==> src/rtl/lcd_msg_arbiter_if.sv <==
// ---------------------------------------------------------------------------
// lcd_msg_arbiter_if
// Bundle of request/message signals between the LCD message arbiter and its
// requesters.
//   iREQ     per-requester request level
//   iDATA    packed messages; requester i occupies [i*DW +: DW]
//   oACK     one-cycle pulse per requester when its data has been latched
//   oMSG     message currently shown on the LCD (registered)
//   oSRC     index of the requester that owns oMSG
//   oUPDATE  one-cycle pulse whenever oMSG is (re)loaded by a grant
//   oBUSY    high while a granted message is being held
// Modports: master = requester side (drives iREQ/iDATA),
//           slave  = arbiter side (drives the o* signals).
// ---------------------------------------------------------------------------
interface lcd_msg_arbiter_if #(
    parameter int NREQ = 4,
    parameter int DW   = 16
);
    localparam int SW = $clog2(NREQ);

    logic [NREQ-1:0]    iREQ;
    logic [NREQ*DW-1:0] iDATA;
    logic [NREQ-1:0]    oACK;
    logic [DW-1:0]      oMSG;
    logic [SW-1:0]      oSRC;
    logic               oUPDATE;
    logic               oBUSY;

    modport master (
        output iREQ, iDATA,
        input  oACK, oMSG, oSRC, oUPDATE, oBUSY
    );

    modport slave (
        input  iREQ, iDATA,
        output oACK, oMSG, oSRC, oUPDATE, oBUSY
    );
endinterface

==> src/rtl/lcd_msg_arbiter.sv <==
// ---------------------------------------------------------------------------
// lcd_msg_arbiter
// Shares one LCD message register between NREQ requesters using round-robin
// arbitration. Each granted message is held for HOLD_CYCLES clocks before
// another grant may replace it; the last message stays until the next grant.
// Ports:
//   iCLK    system clock, rising edge
//   iRST_N  asynchronous active-low reset
//   bus     lcd_msg_arbiter_if.slave (iREQ, iDATA in; oACK, oMSG, oSRC,
//           oUPDATE, oBUSY out, all outputs registered)
// ---------------------------------------------------------------------------
module lcd_msg_arbiter #(
    parameter int NREQ        = 4,
    parameter int DW          = 16,
    parameter int HOLD_CYCLES = 25000000
) (
    input  logic               iCLK,
    input  logic               iRST_N,
    lcd_msg_arbiter_if.slave   bus
);
    localparam int SW = $clog2(NREQ);
    localparam int CW = $clog2(HOLD_CYCLES + 1);

    typedef enum logic {IDLE, HOLD} state_t;

    state_t         state_q, state_d;
    logic [SW-1:0]  ptr_q, ptr_d;
    logic [CW-1:0]  cnt_q, cnt_d;
    logic [DW-1:0]  msg_q, msg_d;
    logic [SW-1:0]  src_q, src_d;
    logic [NREQ-1:0] ack_q, ack_d;
    logic           update_q, update_d;
    logic           busy_q, busy_d;

    logic [DW-1:0]  data_arr [NREQ];
    logic [SW-1:0]  sel;
    logic [SW-1:0]  cand;
    logic           found;
    logic           req_any;
    logic           grant;

    // Unpack the flat data bus so the winner can be picked by index.
    generate
        for (genvar gi = 0; gi < NREQ; gi++) begin : g_unpack
            assign data_arr[gi] = bus.iDATA[gi*DW +: DW];
        end
    endgenerate

    // Round-robin select: first requester found scanning upward from ptr,
    // wrapping past NREQ-1 back to 0.
    always_comb begin
        sel     = '0;
        cand    = '0;
        found   = 1'b0;
        req_any = |bus.iREQ;
        for (int k = 0; k < NREQ; k++) begin
            cand = SW'((int'(ptr_q) + k) % NREQ);
            if (!found && bus.iREQ[cand]) begin
                found = 1'b1;
                sel   = cand;
            end
        end
    end

    always_comb begin
        state_d  = state_q;
        ptr_d    = ptr_q;
        cnt_d    = cnt_q;
        msg_d    = msg_q;
        src_d    = src_q;
        ack_d    = '0;
        update_d = 1'b0;
        busy_d   = busy_q;
        grant    = 1'b0;

        case (state_q)
            IDLE: begin
                if (req_any) grant = 1'b1;
            end
            HOLD: begin
                // Requests are ignored until the hold counter expires; on the
                // expiring edge a pending request is granted with no bubble.
                if (cnt_q != '0) begin
                    cnt_d = cnt_q - 1'b1;
                end else if (req_any) begin
                    grant = 1'b1;
                end else begin
                    state_d = IDLE;
                    busy_d  = 1'b0;
                end
            end
            default: begin
                state_d = IDLE;
                busy_d  = 1'b0;
            end
        endcase

        if (grant) begin
            msg_d      = data_arr[sel];
            src_d      = sel;
            ack_d[sel] = 1'b1;
            update_d   = 1'b1;
            ptr_d      = (sel == SW'(NREQ - 1)) ? '0 : sel + 1'b1;
            // The grant cycle itself counts as the first held cycle.
            cnt_d      = CW'(HOLD_CYCLES - 1);
            state_d    = HOLD;
            busy_d     = 1'b1;
        end
    end

    always_ff @(posedge iCLK or negedge iRST_N) begin
        if (!iRST_N) begin
            state_q  <= IDLE;
            ptr_q    <= '0;
            cnt_q    <= '0;
            msg_q    <= '0;
            src_q    <= '0;
            ack_q    <= '0;
            update_q <= 1'b0;
            busy_q   <= 1'b0;
        end else begin
            state_q  <= state_d;
            ptr_q    <= ptr_d;
            cnt_q    <= cnt_d;
            msg_q    <= msg_d;
            src_q    <= src_d;
            ack_q    <= ack_d;
            update_q <= update_d;
            busy_q   <= busy_d;
        end
    end

    assign bus.oACK    = ack_q;
    assign bus.oMSG    = msg_q;
    assign bus.oSRC    = src_q;
    assign bus.oUPDATE = update_q;
    assign bus.oBUSY   = busy_q;
endmodule

==> src/flat_wrapper.sv <==
// flat-port wrapper written by rule: the top's interface ports become plain ports
module lcd_msg_arbiter_flat 
#(
    parameter int NREQ        = 4,
    parameter int DW          = 16,
    parameter int HOLD_CYCLES = 25000000
)
  (iCLK, iRST_N, bus_iREQ, bus_iDATA, bus_oACK, bus_oMSG, bus_oSRC, bus_oUPDATE, bus_oBUSY);
  lcd_msg_arbiter_if #(.NREQ(NREQ), .DW(DW)) bus_i ();
  input  logic iCLK;
  input  logic iRST_N;
  input wire logic [$bits(bus_i.iREQ)-1:0] bus_iREQ;
  input wire logic [$bits(bus_i.iDATA)-1:0] bus_iDATA;
  output wire logic [$bits(bus_i.oACK)-1:0] bus_oACK;
  output wire logic [$bits(bus_i.oMSG)-1:0] bus_oMSG;
  output wire logic [$bits(bus_i.oSRC)-1:0] bus_oSRC;
  output wire logic [$bits(bus_i.oUPDATE)-1:0] bus_oUPDATE;
  output wire logic [$bits(bus_i.oBUSY)-1:0] bus_oBUSY;
  assign bus_i.iREQ = bus_iREQ;
  assign bus_i.iDATA = bus_iDATA;
  assign bus_oACK = bus_i.oACK;
  assign bus_oMSG = bus_i.oMSG;
  assign bus_oSRC = bus_i.oSRC;
  assign bus_oUPDATE = bus_i.oUPDATE;
  assign bus_oBUSY = bus_i.oBUSY;
  lcd_msg_arbiter #(.NREQ(NREQ), .DW(DW), .HOLD_CYCLES(HOLD_CYCLES)) u_core (.iCLK(iCLK), .iRST_N(iRST_N), .bus(bus_i));
endmodule
==> config.mk <==
export PLATFORM = sky130hd
export DESIGN_NAME = lcd_msg_arbiter_flat
export DESIGN_NICKNAME = d
export VERILOG_FILES = /design/src/rtl/lcd_msg_arbiter_if.sv /design/src/rtl/lcd_msg_arbiter.sv /design/src/flat_wrapper.sv
export SDC_FILE = /design/constraint.sdc
export NUM_CORES = 1
export LEC_CHECK = 0
export BUFFER_PORTS_ARGS = -buffer_cell sky130_fd_sc_hd__buf_2
export CAP_MARGIN = 5
export CORE_MARGIN = 5
export CORE_UTILIZATION = 52
export CTS_BUF_LIST = sky130_fd_sc_hd__clkbuf_16
export DETAILED_ROUTE_END_ITERATION = 10
export PLACE_DENSITY = 0.81
export SETUP_SLACK_MARGIN = 0.5
export SYNTH_ARGS = -nofsm -noshare
export SYNTH_HDL_FRONTEND = slang
export SYNTH_SLANG_ARGS = --single-unit
==> constraint.sdc <==
create_clock -name iCLK -period 3.4 [get_ports iCLK]
set_input_delay 0.68 -clock iCLK [delete_from_list [all_inputs] [get_ports iCLK]]
set_output_delay 0.68 -clock iCLK [all_outputs]
set_load 0.1 [all_outputs]
# After elaboration in Yosys (flattened, before gate mapping)
# Cells that the tools add are included.
# word_totals
regBits	52
wordCells	74
out_inout_bits	24
# op_classes
order_cmp	7
reduce_logical	13
muxes	36
n_addsub	5
bitwise	2
n_eq_ne	3
# ops
op	count
$mux 25	3
$bmux 16 s2	1
$mux 16	2
$reduce_bool 25->1	1
$sub 25x1->25 const B	1
$mux 1	18
$lt 2x3->1 const B	5
$mux 2	5
$bmux 1 s2	4
$add 2x1->2 const B	2
$add 2x2->2 const B	2
$logic_and 1x1->1	4
$mux 4	1
$reduce_bool 2->1	2
$reduce_or 4->1	1
$ge 3x3->1 const B	1
$logic_not 1->1	3
$not 2->3	1
$reduce_and 3->1	1
$demux 1 s2	1
$eq 2x2->1 const B	1
$ge 2x1->1 const B	1
$ne 2x1->1 const B	1
$ne 2x2->1 const B	1
other kinds (3)	3

# Depth between registers and ports, before layout
# Gate-level depths: netlist of run 1.
# logic_depth
ltp_word	17
depth_mapped	9

# Worst setup path before layout of run 1
# Ideal clock, no wire load.
# synth_timing
path_type	reg2reg
from	reg u_core.cnt_q[0]
to	reg u_core.ptr_q[1]
synth_period_minus_slack_ns	2.647
t_arrival_ns	2.523
required_time_ns	3.275
path_slack_ns	0.753
path_stages_with_launch	10
path_cell_list	dfrtp_1 -> inv_1 -> ha_1 -> or4b_1 -> buf_2 -> or4_4 -> o41ai_4 -> nand2_4 -> inv_1 -> mux2_2
# synth_between
elab_chain_cells	3
# synth_lines
element	line	rtl
start: declaration	lcd_msg_arbiter.sv:28	logic [CW-1:0] cnt_q, cnt_d;
start signal: assignment	lcd_msg_arbiter.sv:124	cnt_q <= cnt_d;
$reduce_bool 25->1	lcd_msg_arbiter.sv:83	if (cnt_q != '0) begin
$mux 1	lcd_msg_arbiter.sv:83	
$pmux 1 s2	lcd_msg_arbiter.sv:76	case (state_q)
end signal: assignment	lcd_msg_arbiter.sv:123	ptr_q <= ptr_d;
end: declaration	lcd_msg_arbiter.sv:27	logic [SW-1:0] ptr_q, ptr_d;
# Every way passes these cells.
# A chain may end at the register's enable or synchronous reset.

# Worst setup path in the final report of run 1
# layout_timing
from	reg u_core.cnt_q[0]
to	reg u_core.msg_q[8], in the netlist u_core.bus.oMSG[8]
# layout_between
elab_chain_cells	3
# layout_lines
element	line	rtl
$reduce_bool 25->1	lcd_msg_arbiter.sv:83	
$mux 1	lcd_msg_arbiter.sv:83	
$pmux 1 s2	lcd_msg_arbiter.sv:76	
end signal: assignment	lcd_msg_arbiter.sv:125	msg_q <= msg_d;
end: declaration	lcd_msg_arbiter.sv:29	logic [DW-1:0] msg_q, msg_d;
# Every way passes these cells.

==> results of run 1 <==
==> worst max-delay path, stage by stage (launching register included) <==
cell,delay [ps]
dfrtp_1,410
inv_1,100
ha_1,200
or4b_4,530
or4_4,500
o41a_4,570
o21ai_0,330
o31ai_2,130
==> Yosys cell counts, types with 2 or more instances <==
cell / instances / share of area [%]
a211oi_1: 32 / 7.7
a21o_1: 2 / 0.48
a211o_1: 4 / 1.1
inv_1: 10 / 1.2
or3_1: 4 / 0.81
nand3b_1: 2 / 0.48
or4_1: 2 / 0.48
o21ai_0: 28 / 4.5
o211a_1: 2 / 0.64
nand2_1: 5 / 0.60
o31ai_2: 2 / 0.81
a21oi_1: 11 / 1.8
nand2b_1: 4 / 0.81
buf_2: 2 / 0.32
buf_6: 4 / 1.5
nor3_1: 8 / 1.3
ha_1: 5 / 2.0
a31oi_1: 4 / 0.81
o31ai_1: 25 / 6.0
nor2_1: 11 / 1.3
o211ai_1: 5 / 1.2
o21a_1: 36 / 8.7
nand3_1: 6 / 0.97
clkbuf_1: 18 / 2.2
nor4_1: 7 / 1.4
dfrtp_1: 52 / 42
and3_1: 8 / 1.6
==> final cells by class <==
| type | count | area [sq um] | area share [%] |
|---|---|---|---|
| clock buffers | 5 | 125 | 3.22 |
| clock inverters | 3 | 20.0 | 0.516 |
| inverters | 11 | 41.3 | 1.06 |
| multi-input cells | 234 | 1730 | 44.5 |
| flip-flops and latches | 52 | 1300 | 33.5 |
| well taps | 75 | 93.8 | 2.42 |
| repair buffers | 107 | 572 | 14.7 |
==> worst max-delay path by stage <==
| stage | end | cells after the start | slack [ps] |
|---|---|---|---|
| final | u_core.bus.oMSG[8] | 7 | 500 |
| after global routing | u_core.bus.oMSG[8] | 9 | 390 |
| after CTS | u_core.bus.oMSG[2] | 9 | 560 |
| after detailed placement | u_core.bus.oMSG[6] | 9 | 480 |
| after global placement | u_core.ptr_q[1] | 9 | 630 |
| after floorplan | u_core.ptr_q[1] | 9 | 750 |
==> metrics by stage <==
stage / utilization (%) / power [mW] / instances / hold WS (ps)
after floorplan: - / 1.06 / 321 / 384
after global placement: 62.2 / 1.18 / 474 / 467
after detailed placement: 62.2 / 1.20 / 474 / 469
after CTS: 64.8 / 1.70 / 482 / 410
after global routing: 66.4 / 1.80 / 487 / 438
final: 66.4 / 1.71 / 487 / 396
==> kinds of logic (layout without fill, tap and decap cells) <==
kind of cell             count (synthesis)  after routing  share of synthesized area (%)
multiplexers                             1              1                          0.363
AND/OR/NAND/NOR                         65             65                           12.2
adder cells (fa/ha/maj)                  5              5                           2.02
buffers and inverters                   36            126                           5.52
AO/OA/AOI/OAI                          160            161                           37.4
XOR/XNOR                                 2              2                          0.564
flip-flops                              52             52                           41.9
==> registers in the layout, summed over array words and instances, names as in the netlist <==
register,flops
u_core.state_q,1
u_core.bus.oUPDATE,1
u_core.bus.oMSG,16
u_core.bus.oSRC,2
u_core.bus.oBUSY,1
u_core.ptr_q,2
u_core.bus.oACK,4
u_core.cnt_q,25
==> layer usage <==
layer | wire length, um | share of wire [%] | track usage, % | vias up
met3 | 813 | 9.4 | 6.34 | 18
met1 | 3570 | 41 | 28.4 | 1419
met4 | 165 | 1.9 | 6.28 | 0
met5 | 0 | 0 | 0 | -
met2 | 4120 | 47 | 35.0 | 146
li1 | - | - | - | 1427
==> report_power, final <==
| part | total [mW] | leakage [nW] | switching (mW) | internal [mW] |
|---|---|---|---|---|
| Clock | 0.493 | 0.0712 | 0.222 | 0.271 |
| Combinational | 0.426 | 1.07 | 0.248 | 0.177 |
| Sequential | 0.794 | 0.673 | 0.102 | 0.691 |
==> what timing repair did <==
item                       in CTS  in global routing
pin swaps                       0                  1
gates cloned                    0                  2
setup endpoints to repair      12                 30
gates resized for setup         2                 10
hold endpoints to repair        0                  0
setup buffers                   0                  3
==> impl_metrics.tcl, run 1 <==
set metrics [dict create \
    status "finished clean" \
    crit_start "u_core.cnt_q[0]" \
    hpwl_mm 5.83 \
    clk_latency_ps 290 \
    pre_cts_ws_ps 475 \
    slew_viol_final 0 \
    tns_ps 0 \
    final_antenna_net_count 0 \
    drive_gt1_share_pct 34.2 \
    dr_total_vias 3010 \
    gr-usage-all-layers_pct 21.7 \
    grt_pass1_wl_mm 13.4 \
    io_pins 94 \
    dpl_cell_area_sq_mm 0.00364 \
    path_max_fanout 17 \
    cp.arrival_ps 3060 \
    start_util_pct 53.1 \
    wire_per_inst_um 17.8 \
    setup_viol 0 \
    nFillCells 446 \
    core_area_sq_mm 0.00585 \
    syn_avg_cell_area_sq_um 9.67 \
    syn2layout_area_growth_pct 25.1 \
    via_per_inst 6.18 \
    grt_setup_unrepaired "yes" \
    drtPass1Iterations 4 \
    synth_ff_type "dfrtp_1" \
    wl_mm 8.67 \
    ys_seq_area_share_pct 41.9 \
    fin_ws_ps 495 \
    path_class "reg2reg" \
    htreeDepth 2 \
    cts-buffers-inserted 5 \
    synth_cells 321 \
    cts_tree "yes" \
    reg2regPathDepth 7 \
    die_h_um 87.3 \
    period_share_pct 85.4 \
    nNetsFinal 486 \
    fmax_mhz 344 \
    worstMarginPinSlew_ps 662 \
    synth_cell_types 49 \
    num_rows 28 \
    ys_ff_latch 52 \
    cp.required_ps 3560 \
    cts_max_path_buffers 2 \
    root_buffer "clkbuf_16" \
    synth_warnings 0 \
    clkTransAtPathRegs_ps 70 \
    final_hold_viol_count 0 \
    fin_worst_skew_ps 4.86 \
    slew_headroom_pct 55.5 \
    reg2reg_slack_ps 500 \
    antenna_found_initial 0 \
    diodes 0 \
    die_w_um 87.3 \
    rr_endpoint "u_core.bus.oMSG[8]" \
    cap_viol_max_count 0 \
    drc 0 \
    grt_overflow_total 0 \
    layout_common_cells "buf_2, dfrtp_1, o21a_1, a211oi_1, o21ai_0" \
    grt_max_degree 35 \
    startpoint_type "flop" \
    dieArea_sq_mm 0.00762 \
    port_buffers 93 \
    layout_commonest_cell "buf_2" \
    irDropWorstVdd_mv 0.239 \
    syn_nets 396 \
    stdcell_area_sq_mm 0.00388 \
    synth_edf_count 0 \
    worst_setup_path_end_kind "flop" \
    total_leakage_power_nw 1.81 \
    async_flop_share_pct 100 \
    cts_hold_buf 0 \
    clkSinkCount 52 \
    routabilityCongestion 0.869 \
    layout_min_cycle_time_ps 2900 \
    hold_class "in2async" \
    p_per_area_mw_per_mm2 441 \
    syn_area_sq_mm 0.00310 \
    grt_pass1_vias 2912 \
    r2r_start "u_core.cnt_q[0]" \
    drt_iter0_drc 228 \
]
Note: power is estimated with default switching activity, not from simulation.
==> run 2: changes to the inputs <==
Settings changed: CORE_MARGIN 5 to 3, GPL_TIMING_DRIVEN from default to 0, HOLD_SLACK_MARGIN from default to 0.02.
==> run 2 against run 1 <==
Largest power group unchanged. Register-to-register slack better by 110 ps. Worst setup slack improved by 110 ps. Clock power shrank 5.9%. Total power decreased by 3.5%. Utilization up 1.3 points. Largest cell class unchanged. First-iteration DRC count grew 13%. Fmax increased by 3.8%.
==> impl_metrics.tcl, run 2 (synthesized netlist as in run 1, its figures left out) <==
set metrics [dict create \
    dpl_cell_area_sq_mm 0.00366 \
    slew_headroom_pct 21.7 \
    irDropWorstVdd_mv 0.285 \
    drive_gt1_share_pct 29.5 \
    nNetsFinal 498 \
    wire_per_inst_um 17.6 \
    hold_class "reg2reg" \
    layout_min_cycle_time_ps 2800 \
    grt_pass1_wl_mm 14.3 \
    path_max_fanout 7 \
    clkSinkCount 52 \
    intPower_mw 1.13 \
    wl_mm 8.67 \
    via_per_inst 6.17 \
    cts_max_path_buffers 2 \
    diodes 0 \
    setup_viol 0 \
    final_antenna_net_count 0 \
    dr_total_vias 3044 \
    layout_commonest_cell "buf_2" \
    routabilityCongestion 0.848 \
    hpwl_mm 6.39 \
    p_seq_share_pct 47.1 \
    cts-buffers-inserted 5 \
    cts_hold_buf 0 \
    period_share_pct 82.3 \
    drtPass1Iterations 4 \
    cts_tree "yes" \
    dieArea_sq_mm 0.00693 \
    fmax_mhz 357 \
    path_class "reg2reg" \
    p_sw_share_pct 31.9 \
    start_util_pct 55.0 \
    fin_worst_skew_ps 4.40 \
    htreeDepth 2 \
    status "finished clean" \
    syn2layout_area_growth_pct 22.9 \
    cp.required_ps 3570 \
    clk_latency_ps 290 \
    stdcell_count 493 \
    grt_overflow_total 0 \
    combPwrFrac_pct 24.9 \
    core_area_sq_mm 0.00564 \
    clkPwrFrac_pct 28.0 \
    io_pins 94 \
    cp.arrival_ps 2970 \
    port_buffers 93 \
    drc 0 \
    stdcell_area_sq_mm 0.00382 \
    worstMarginPinSlew_ps 1170 \
    root_buffer "clkbuf_16" \
    clkTransAtPathRegs_ps 60 \
    drt_iter0_drc 258 \
    antenna_found_initial 0 \
    cap_viol_max_count 0 \
    grt_max_degree 53 \
    gr-usage-all-layers_pct 25.1 \
    num_rows 27 \
    die_w_um 83.3 \
    grt_pass1_vias 2944 \
    grt_setup_unrepaired "no" \
    largest_reg_flops 25 \
    layout_common_cells "buf_2, dfrtp_1, o21a_1, a211oi_1" \
    slew_viol_final 0 \
    die_h_um 83.3 \
    total_leakage_power_nw 1.77 \
    p_per_area_mw_per_mm2 433 \
    final_hold_viol_count 0 \
    p_sw_mw 0.528 \
    worst_setup_path_end_kind "flop" \
    startpoint_type "flop" \
    nFillCells 462 \
    dp.cells 486 \
    tns_ps 0 \
    top_register "u_core.cnt_q" \
]
==> run 2: changes by cell type in the layout (fill, tap and decap cells not counted), sizes merged <==
cell and change:
clkinvlp -1, clkinv -1, clkbuf +16, inv -1, o41a -1, buf -3
==> run 2: power by group through the flow <==
stage / Clock, mW / Sequential [mW] / Combinational, mW
after floorplan: 0 / 0.802 / 0.256
after global placement: 0 / 0.781 / 0.394
after detailed placement: 0 / 0.785 / 0.409
after CTS: 0.472 / 0.775 / 0.408
after global routing: 0.495 / 0.791 / 0.464
final: 0.464 / 0.778 / 0.412
==> run 2: final cells by class <==
cell class	count	area, sq um	share of cell area (%)
Multi-Input combinational cell	233	1650	43.1
Sequential cell	52	1300	34.1
Timing Repair Buffer	95	480	12.6
Buffer	25	133	3.48
Clock buffer	5	125	3.28
Tap cell	72	90.1	2.36
Inverter	11	41.3	1.08
==> run 2: worst paths after layout <==
path	startpoint	slack, ps	endpoint	cells past startpoint
max	u_core.cnt_q[0]	600	u_core.ptr_q[1]	10
min	u_core.bus.oMSG[5]	490	u_core.bus.oMSG[5]	2
max reg2reg	u_core.cnt_q[0]	600	u_core.ptr_q[1]	10
min reg2reg	u_core.bus.oMSG[5]	490	u_core.bus.oMSG[5]	2
max in group asynchronous	iRST_N	2060	u_core.bus.oMSG[5]	1
min in group asynchronous	iRST_N	630	u_core.state_q	1
==> run 2: metal layers <==
| metal | GRT usage (%) | wire (um) |
|---|---|---|
| met1 | 34.4 | 3690 |
| met2 | 38.9 | 4130 |
| met3 | 5.85 | 628 |
| met4 | 8.62 | 216 |
| met5 | 0 | 0 |
==> run 2: stage by stage <==
stage	worst slack [ps]	hold slack (ps)	util, %	total power [mW]
final	603	492	67.6	1.65
after global placement	405	455	64.9	1.17
after global routing	479	515	67.6	1.75
after floorplan	753	384	-	1.06
after CTS	522	492	67.4	1.65
after detailed placement	416	476	64.9	1.19
==> run 2: repair_timing <==
action / in CTS / in global routing
hold endpoints to repair: 0 / 0
resized for setup: 0 / 14
endpoints found under the setup margin: 1 / 33
setup buffers: 2 / 0
pin swaps: 1 / 1
==> run 2: worst max-delay path, cell delays in order (launching register included) <==
cell and delay (ps):
dfrtp_1 390, inv_1 100, ha_2 200, or4b_1 420, buf_2 170, or4_4 460
o41ai_4 270, buf_4 180, nand2_4 80, inv_2 90, mux2_2 330
